### src/rtl/rv_accum_sequencer_if.sv
// Handshake bundle for rv_accum_sequencer: config request, input beats, result slot and status.
interface rv_accum_sequencer_if #(
  parameter int DATAW = 8,
  parameter int ACCW  = 16,
  parameter int MAXN  = 16,
  parameter int WCNTW = 8,
  parameter int LW    = $clog2(MAXN) + 1
);
  logic             cfg_valid;
  logic [LW-1:0]    cfg_len;
  logic [WCNTW-1:0] cfg_windows;
  logic             cfg_ready;
  logic             cfg_err;
  logic             flush;
  logic             in_valid;
  logic [DATAW-1:0] in_data;
  logic             in_ready;
  logic             out_valid;
  logic [ACCW-1:0]  out_data;
  logic             out_ready;
  logic             out_sat;
  logic             busy;

  modport master (
    output cfg_valid, cfg_len, cfg_windows, flush, in_valid, in_data, out_ready,
    input  cfg_ready, cfg_err, in_ready, out_valid, out_data, out_sat, busy
  );

  modport slave (
    input  cfg_valid, cfg_len, cfg_windows, flush, in_valid, in_data, out_ready,
    output cfg_ready, cfg_err, in_ready, out_valid, out_data, out_sat, busy
  );
endinterface

### src/rtl/rv_accum_sequencer.sv
// Window accumulator for the conv path: sums cfg_len beats per window, emits one sum per window.
// Define RV_ACCUM_SAT_EN for saturating sums with a sticky out_sat flag; otherwise sums wrap.
module rv_accum_sequencer #(
  parameter int DATAW = 8,
  parameter int ACCW  = 16,
  parameter int MAXN  = 16,
  parameter int WCNTW = 8
) (
  input  logic                clk,
  input  logic                reset,
  rv_accum_sequencer_if.slave bus
);
  localparam int LW = $clog2(MAXN) + 1;

  typedef enum logic [1:0] {IDLE, RUN, HOLD} state_t;

  state_t           state, state_nxt;
  logic [LW-1:0]    len_q, rem;
  logic [WCNTW-1:0] wcnt;
  logic [ACCW-1:0]  acc, acc_sum, out_data_q;
  logic [DATAW-1:0] in_beat;
  logic             cfg_err_q;
  logic             cfg_ok, cfg_take, cfg_bad, beat, last_beat, res_take, flush_act;
  logic             cfg_ready_c, in_ready_c, out_valid_c, busy_c;

  assign in_beat   = bus.in_data;
  assign cfg_ok    = (bus.cfg_len != '0) && (bus.cfg_len <= LW'(MAXN)) && (bus.cfg_windows != '0);
  assign cfg_take  = (state == IDLE) && bus.cfg_valid && cfg_ok;
  assign cfg_bad   = (state == IDLE) && bus.cfg_valid && !cfg_ok;
  // flush outranks both the beat and the result handshake
  assign flush_act = (state != IDLE) && bus.flush;
  assign beat      = (state == RUN) && bus.in_valid && !bus.flush;
  assign last_beat = beat && (rem == LW'(1));
  assign res_take  = (state == HOLD) && bus.out_ready && !bus.flush;

`ifdef RV_ACCUM_SAT_EN
  logic [ACCW:0] sum_ext;
  logic          clamp;
  logic          sat_sticky, out_sat_q;

  always_comb begin
    sum_ext = {1'b0, acc} + (ACCW+1)'(in_beat);
    clamp   = sum_ext[ACCW];
    acc_sum = clamp ? '1 : sum_ext[ACCW-1:0];
  end

  // sticky clamp flag lives for one window; published with the last beat
  always_ff @(posedge clk) begin
    if (reset || cfg_take || res_take || flush_act) begin
      sat_sticky <= 1'b0;
      out_sat_q  <= 1'b0;
    end else if (beat) begin
      sat_sticky <= sat_sticky | clamp;
      if (last_beat) out_sat_q <= sat_sticky | clamp;
    end
  end

  assign bus.out_sat = out_sat_q;
`else
  always_comb begin
    acc_sum = acc + ACCW'(in_beat);
  end

  assign bus.out_sat = 1'b0;
`endif

  always_ff @(posedge clk) begin
    if (reset) state <= IDLE;
    else       state <= state_nxt;
  end

  always_comb begin
    state_nxt = state;
    unique case (state)
      IDLE: if (cfg_take) state_nxt = RUN;
      RUN: begin
        if (bus.flush)     state_nxt = IDLE;
        else if (last_beat) state_nxt = HOLD;
      end
      HOLD: begin
        if (bus.flush)     state_nxt = IDLE;
        else if (res_take) state_nxt = (wcnt == WCNTW'(1)) ? IDLE : RUN;
      end
      default: state_nxt = IDLE;
    endcase
  end

  always_comb begin
    cfg_ready_c = (state == IDLE);
    in_ready_c  = (state == RUN);
    out_valid_c = (state == HOLD);
    busy_c      = (state != IDLE);
  end

  always_ff @(posedge clk) begin
    if (reset) begin
      len_q      <= '0;
      rem        <= '0;
      wcnt       <= '0;
      acc        <= '0;
      out_data_q <= '0;
      cfg_err_q  <= 1'b0;
    end else begin
      cfg_err_q <= cfg_bad;
      if (cfg_take) begin
        len_q <= bus.cfg_len;
        rem   <= bus.cfg_len;
        wcnt  <= bus.cfg_windows;
        acc   <= '0;
      end else if (flush_act) begin
        rem        <= '0;
        wcnt       <= '0;
        acc        <= '0;
        out_data_q <= '0;
      end else if (beat) begin
        acc <= acc_sum;
        rem <= rem - LW'(1);
        if (last_beat) out_data_q <= acc_sum;
      end else if (res_take) begin
        wcnt <= wcnt - WCNTW'(1);
        acc  <= '0;
        rem  <= len_q;
      end
    end
  end

  assign bus.cfg_ready = cfg_ready_c;
  assign bus.cfg_err   = cfg_err_q;
  assign bus.in_ready  = in_ready_c;
  assign bus.out_valid = out_valid_c;
  assign bus.out_data  = out_data_q;
  assign bus.busy      = busy_c;
endmodule

### src/flat_wrapper.sv
// flat-port wrapper written by rule: the top's interface ports become plain ports
module rv_accum_sequencer_flat 
#(
  parameter int DATAW = 8,
  parameter int ACCW  = 16,
  parameter int MAXN  = 16,
  parameter int WCNTW = 8
)
  (clk, reset, bus_cfg_valid, bus_cfg_len, bus_cfg_windows, bus_flush, bus_in_valid, bus_in_data, bus_out_ready, bus_cfg_ready, bus_cfg_err, bus_in_ready, bus_out_valid, bus_out_data, bus_out_sat, bus_busy);
  rv_accum_sequencer_if #(.DATAW(DATAW), .ACCW(ACCW), .MAXN(MAXN), .WCNTW(WCNTW)) bus_i ();
  input  logic clk;
  input  logic reset;
  input wire logic [$bits(bus_i.cfg_valid)-1:0] bus_cfg_valid;
  input wire logic [$bits(bus_i.cfg_len)-1:0] bus_cfg_len;
  input wire logic [$bits(bus_i.cfg_windows)-1:0] bus_cfg_windows;
  input wire logic [$bits(bus_i.flush)-1:0] bus_flush;
  input wire logic [$bits(bus_i.in_valid)-1:0] bus_in_valid;
  input wire logic [$bits(bus_i.in_data)-1:0] bus_in_data;
  input wire logic [$bits(bus_i.out_ready)-1:0] bus_out_ready;
  output wire logic [$bits(bus_i.cfg_ready)-1:0] bus_cfg_ready;
  output wire logic [$bits(bus_i.cfg_err)-1:0] bus_cfg_err;
  output wire logic [$bits(bus_i.in_ready)-1:0] bus_in_ready;
  output wire logic [$bits(bus_i.out_valid)-1:0] bus_out_valid;
  output wire logic [$bits(bus_i.out_data)-1:0] bus_out_data;
  output wire logic [$bits(bus_i.out_sat)-1:0] bus_out_sat;
  output wire logic [$bits(bus_i.busy)-1:0] bus_busy;
  assign bus_i.cfg_valid = bus_cfg_valid;
  assign bus_i.cfg_len = bus_cfg_len;
  assign bus_i.cfg_windows = bus_cfg_windows;
  assign bus_i.flush = bus_flush;
  assign bus_i.in_valid = bus_in_valid;
  assign bus_i.in_data = bus_in_data;
  assign bus_i.out_ready = bus_out_ready;
  assign bus_cfg_ready = bus_i.cfg_ready;
  assign bus_cfg_err = bus_i.cfg_err;
  assign bus_in_ready = bus_i.in_ready;
  assign bus_out_valid = bus_i.out_valid;
  assign bus_out_data = bus_i.out_data;
  assign bus_out_sat = bus_i.out_sat;
  assign bus_busy = bus_i.busy;
  rv_accum_sequencer #(.DATAW(DATAW), .ACCW(ACCW), .MAXN(MAXN), .WCNTW(WCNTW)) u_core (.clk(clk), .reset(reset), .bus(bus_i));
endmodule
### config.mk
export PLATFORM = sky130hd
export DESIGN_NAME = rv_accum_sequencer_flat
export DESIGN_NICKNAME = d
export VERILOG_FILES = /design/src/rtl/rv_accum_sequencer_if.sv /design/src/rtl/rv_accum_sequencer.sv /design/src/flat_wrapper.sv
export SDC_FILE = /design/constraint.sdc
export NUM_CORES = 1
export LEC_CHECK = 0
export ABC_AREA = 1
export ABC_CLOCK_PERIOD_IN_PS = 3800
export BUFFER_PORTS_ARGS = -buffer_cell sky130_fd_sc_hd__buf_2
export CAP_MARGIN = 20
export CORE_MARGIN = 10
export CORE_UTILIZATION = 45
export DETAILED_ROUTE_END_ITERATION = 16
export GPL_ROUTABILITY_DRIVEN = 0
export PLACE_DENSITY_LB_ADDON = 0.3
export SLEW_MARGIN = 20
export SYNTH_ARGS = -nofsm -noshare
export SYNTH_HDL_FRONTEND = slang
export SYNTH_SLANG_ARGS = --single-unit
export TNS_END_PERCENT = 20
### constraint.sdc
create_clock -name clk -period 3.8 [get_ports clk]
set_clock_uncertainty 0.2 [all_clocks]
set_input_delay 0.38 -clock clk [delete_from_list [all_inputs] [get_ports clk]]
set_output_delay 0.38 -clock clk [all_outputs]
set_load 0.01 [all_outputs]
# Yosys cells after proc, flatten, opt, wreduce, memory -nomap -nowiden
# Index checks and enable logic that the tools add are counted.
[totals]
regBits = 53
latchBits = 0
ram_bits = 0
mem_bits_ro = 0
inputBits = 27
output_inout_bits = 22
n_memories = 0
[op_classes]
n_addsub = 3
mul = 0
n_div = 0
magnitude_cmp = 1
n_eq_ne = 8
n_shift = 0
n_mux = 20
n_bitwise = 1
reduce_logical = 26
[ops]
columns = ["operator", "n"]
rows = [
  ["two-way mux 16 bit", 5],
  ["two-way mux 8 bit", 4],
  ["two-way mux 5 bit", 4],
  ["adder 16 x 8 -> 16 bit", 1],
  ["logical AND 1 bit", 11],
  ["two-way mux 2 bit", 5],
  ["!= test 3 x 2 -> 1 bit, second input constant", 3],
  ["equality test 8 x 1 -> 1 bit, second input constant", 1],
  ["nonzero test 2 bit", 4],
  ["nonzero test 8 bit", 1],
  ["subtractor 8 x 1 -> 8 bit, second input constant", 1],
  ["one-hot mux 2 bit (3 select lines)", 1],
  ["AND reduction 3 bit", 2],
  ["equality test 5 x 1 -> 1 bit, second input constant", 1],
  ["<= comparator 5 bit, second input constant", 1],
  ["nonzero test 5 bit", 1],
  ["subtractor 5 x 1 -> 5 bit, second input constant", 1],
  ["nonzero test 4 bit", 1],
  ["nonzero test 3 bit", 1],
  ["OR reduction 3 bit", 1],
  ["equality test 2 x 1 -> 1 bit, second input constant", 1],
  ["equality test 2 bit, second input constant", 1],
  ["logical NOT 1 bit", 2],
  ["logical NOT 2 bit", 1],
  ["4 further kinds", 4],
]

# Logic depth before layout (Yosys ltp)
[depth]
depth_word = 7
ltp_mapped = 11
ltp_nobuf = 11

# Worst setup path after synthesis
# Ideal clock, no wire load.
[synth_timing]
path_type = "input-to-reg"
startpoint = "input port bus_in_data[0]"
endpoint = "register u_core.out_data_q[12] (netlist: u_core.bus.out_data[12])"
setup_ns = 0.132
arrival_ns = 1.563
path_slack_ns = 1.905
path_stages = 10
n_path_buf = 0
path_cell_list = "ha_1 fa_1 nand3_1 nand3_1 nand2_1 nand3_1 nand2_1 nand2_1 nand3_1 a21oi_1"
[synth_via]
elab_chain_cells = 4
[synth_rtl]
columns = ["item", "line_no", "source"]
rows = [
  ["from (decl)", "flat_wrapper.sv:18", "input wire logic [$bits(bus_i.in_data)-1:0] bus_in_data;"],
  ["adder 16 x 8 -> 16 bit", "rv_accum_sequencer.sv:61", "acc_sum = acc + ACCW'(in_beat);"],
  ["two-way mux 16 bit", "rv_accum_sequencer.sv:118", "if (last_beat) out_data_q <= acc_sum;"],
  ["two-way mux 16 bit", "rv_accum_sequencer.sv:115", "end else if (beat) begin"],
  ["two-way mux 16 bit", "rv_accum_sequencer.sv:110", "end else if (flush_act) begin"],
  ["to (signal assigned)", "rv_accum_sequencer.sv:118", ""],
  ["to (decl)", "rv_accum_sequencer.sv:20", "logic [ACCW-1:0] acc, acc_sum, out_data_q;"],
]
# No other way between the ends. The select of a mux whose other input is x is not followed.
# A chain may end at the register's enable or synchronous reset.

# Final worst setup path
[layout_timing]
startpoint = "register u_core.state[0]"
endpoint = "register u_core.out_data_q[10] (netlist: u_core.bus.out_data[10])"
[layout_via]
elab_chain_cells = 6
[layout_rtl]
columns = ["item", "line_no", "source"]
rows = [
  ["from (decl)", "rv_accum_sequencer.sv:17", "state_t state, state_nxt;"],
  ["from (signal assigned)", "rv_accum_sequencer.sv:69", "else state <= state_nxt;"],
  ["equality test 2 x 1 -> 1 bit", "rv_accum_sequencer.sv:32", "assign beat = (state == RUN) && bus.in_valid && !bus.flush;"],
  ["logical AND 1 bit (2 in series)", "rv_accum_sequencer.sv:32", ""],
  ["logical AND 1 bit", "rv_accum_sequencer.sv:33", "assign last_beat = beat && (rem == LW'(1));"],
  ["nonzero test 2 bit (no source line)", "--", ""],
  ["AND reduction 3 bit (no source line)", "--", ""],
]
# Several ways; a longest one is shown, not always the timed one.

==> impl_metrics.tcl <==
set metrics [dict create \
    syn-cell-area_mm2 0.00315 \
    tns_ps 0 \
    synth.distinct_cells 32 \
    multi_input_area_mm2 0.00179 \
    critPathLaunchType "flop" \
    boundaryPins 49 \
    hold_viol 0 \
    routed_via_density 5.02 \
    antenna_found_initial 0 \
    portBuffers 47 \
    nets 565 \
    diodes 0 \
    crit_arrival_ps 2290 \
    start_util_pct 46.4 \
    cap_violations 0 \
    post_drt_wl_per_cell_um 12.9 \
    min_period_over_period_pct 59.3 \
    die_w_um 104 \
    max_freq_mhz 443 \
    areaGrowthSynthToFinish_pct 12.7 \
    cts-root-buf "clkbuf_8" \
    critPathCaptureType "flop" \
    rows 30 \
    cts_tree "done" \
    fin_ws_ps 1550 \
    drive_gt1_share_pct 14.3 \
    critPathKind "reg -> reg" \
    yosys-top-cells-area "dfxtp_1 34%, nand2_1 17%, nand3_1 11%" \
    postCtsHoldBufs 0 \
    synthCells 485 \
    core_area_mm2 0.00679 \
    gr-total-overflow 0 \
    power_switching_mw 0.337 \
    comb_power_share_pct 16.8 \
    finalSetupViolations 0 \
    hold_path_class "in -> reg" \
    relSlewSlack_pct 66.1 \
    post_synth.cell_area_avg_um2 6.50 \
    cts_made_buffers 5 \
    intPower_mw 0.858 \
    p_seq_share_pct 48.9 \
    drt_pass1_iterations 5 \
    cts_setup_buffers 0 \
    yosysWarnings 0 \
    maxSlewViolCount 0 \
    synth_top_area_share_pct 33.7 \
    ys_seq_area_share_pct 33.7 \
    powerDensity_mw_per_mm2 336 \
    fillers 701 \
    grt_pass1_vias 2876 \
    clk_path_buf_depth 2 \
    leakagePower_nw 1.71 \
    wl_mm 8.01 \
    clk_pin_slew_ps 110 \
    grt_usage_pct 14.5 \
    grt_max_degree 28 \
    vias 3120 \
    rsz0062_at_grt "false" \
    clkPwrFrac_pct 34.2 \
    switching_share_pct 28.2 \
    ctsResizeCount 0 \
    die_y_um 104 \
    placedInstanceArea_mm2 0.00344 \
    clkSinkCount 53 \
    clk_latency_ps 320 \
    finalCriticalPeriod_ps 2250 \
    max_slew.worst_pin.slew_ps 509 \
    ys_seq_elements 53 \
    grt_pass1_wl_mm 13.4 \
    hpwl_mm 6.02 \
    outcome "complete, no violations" \
    synth_top_area_cell "dfxtp_1" \
    final_antenna_net_count 0 \
    dieArea_mm2 0.0108 \
    drc 0 \
    crit_fanout 25 \
    dp_slack_ps 1540 \
    final_common_cell "nand2_1" \
    drt_iter0_drc 146 \
    htreeDepth 2 \
    postLayoutCellArea_mm2 0.00355 \
    syn_nets 525 \
    layout_common_cells "140 x nand2_1, 68 x nand3_1, 53 x dfxtp_1, 52 x inv_1, 47 x buf_2" \
    holdWs_ps 127 \
    ir_drop_uv 167 \
    required_ps 3830 \
    register_area_mm2 0.00106 \
]
## final timing paths
kind | end | cells after the start | startpoint | slack, ps
worst max-delay path | u_core.bus.out_data[10] | 8 | u_core.state[0] | 1550
worst min-delay path | u_core.bus.cfg_err | 3 | bus_cfg_valid | 130
worst max register to register | u_core.bus.out_data[10] | 8 | u_core.state[0] | 1550
worst min register to register | u_core.len_q[2] | 2 | u_core.len_q[2] | 270
## critical path, cell delays in order, from the launching register on
cell and delay (ps):
dfxtp_1 370, inv_1 80, nor2_4 120, nand2_2 100, nor2_8 360, nand4_4 350
inv_2 340, nand3_1 120, a21oi_1 130
## through the flow
stage	util (%)	power [mW]	instances
after detailed placement	50.6	0.797	614
after global routing	52.3	1.26	622
after global placement	50.6	0.794	614
after floorplan	-	0.745	485
final	52.3	1.19	622
after CTS	52.3	1.20	622
## Yosys cell counts (all sizes together)
cell	n
nor2	46
conb	1
nand4	6
nand2	143
nor3	1
xor2	9
dfxtp	53
o21ai	13
nand3	69
and2	1
fa	1
or2	2
ha	12
a211oi	1
nand3b	4
inv	61
buf	8
a21oi	45
a31oi	1
xnor2	2
clkbuf	6
## registers in the layout, summed over array words and instances (netlist names)
signal	cells
u_core.acc	16
u_core.bus.cfg_err	1
u_core.bus.out_data	16
u_core.len_q	5
u_core.rem	5
u_core.state	2
u_core.wcnt	8
## power by group through the flow
stage / combinational [mW] / clock [mW] / sequential, mW
2_1_floorplan: 0.150 / 0 / 0.596
3_3_place_gp: 0.197 / 0 / 0.597
3_5_place_dp: 0.200 / 0 / 0.598
4_1_cts: 0.201 / 0.416 / 0.585
5_1_grt: 0.231 / 0.439 / 0.587
6_report: 0.201 / 0.409 / 0.585
## logic make-up (layout without fill, tap and decap cells)
kind of cell	Yosys count	after routing	share of synthesized area (%)
other cells	1	1	0.119
simple gates	272	272	38.6
compound gates	60	60	9.65
flops	53	53	33.7
xor+xnor	11	11	3.06
buf+inv	75	116	9.49
fa+ha+maj	13	13	5.40
## area by class of cell
class	count	area share, %
clock buffer	7	2.43
timing repair buffer	47	6.62
inverter	61	6.44
sequential	53	29.9
tap	96	3.38
clock inverter	1	0.845
multi-input combinational	357	50.4
## per-layer routing
layer	wire length [um]	vias to the layer above	global-route usage (%)	part of all wire [%]
met2	3720	59	23.6	46
li1	-	1633	-	-
met3	332	10	3.59	4.1
met5	0	-	0	0
met1	3860	1418	18.6	48
met4	98	0	3.88	1.2
Note: power is estimated with default switching activity, not from simulation.
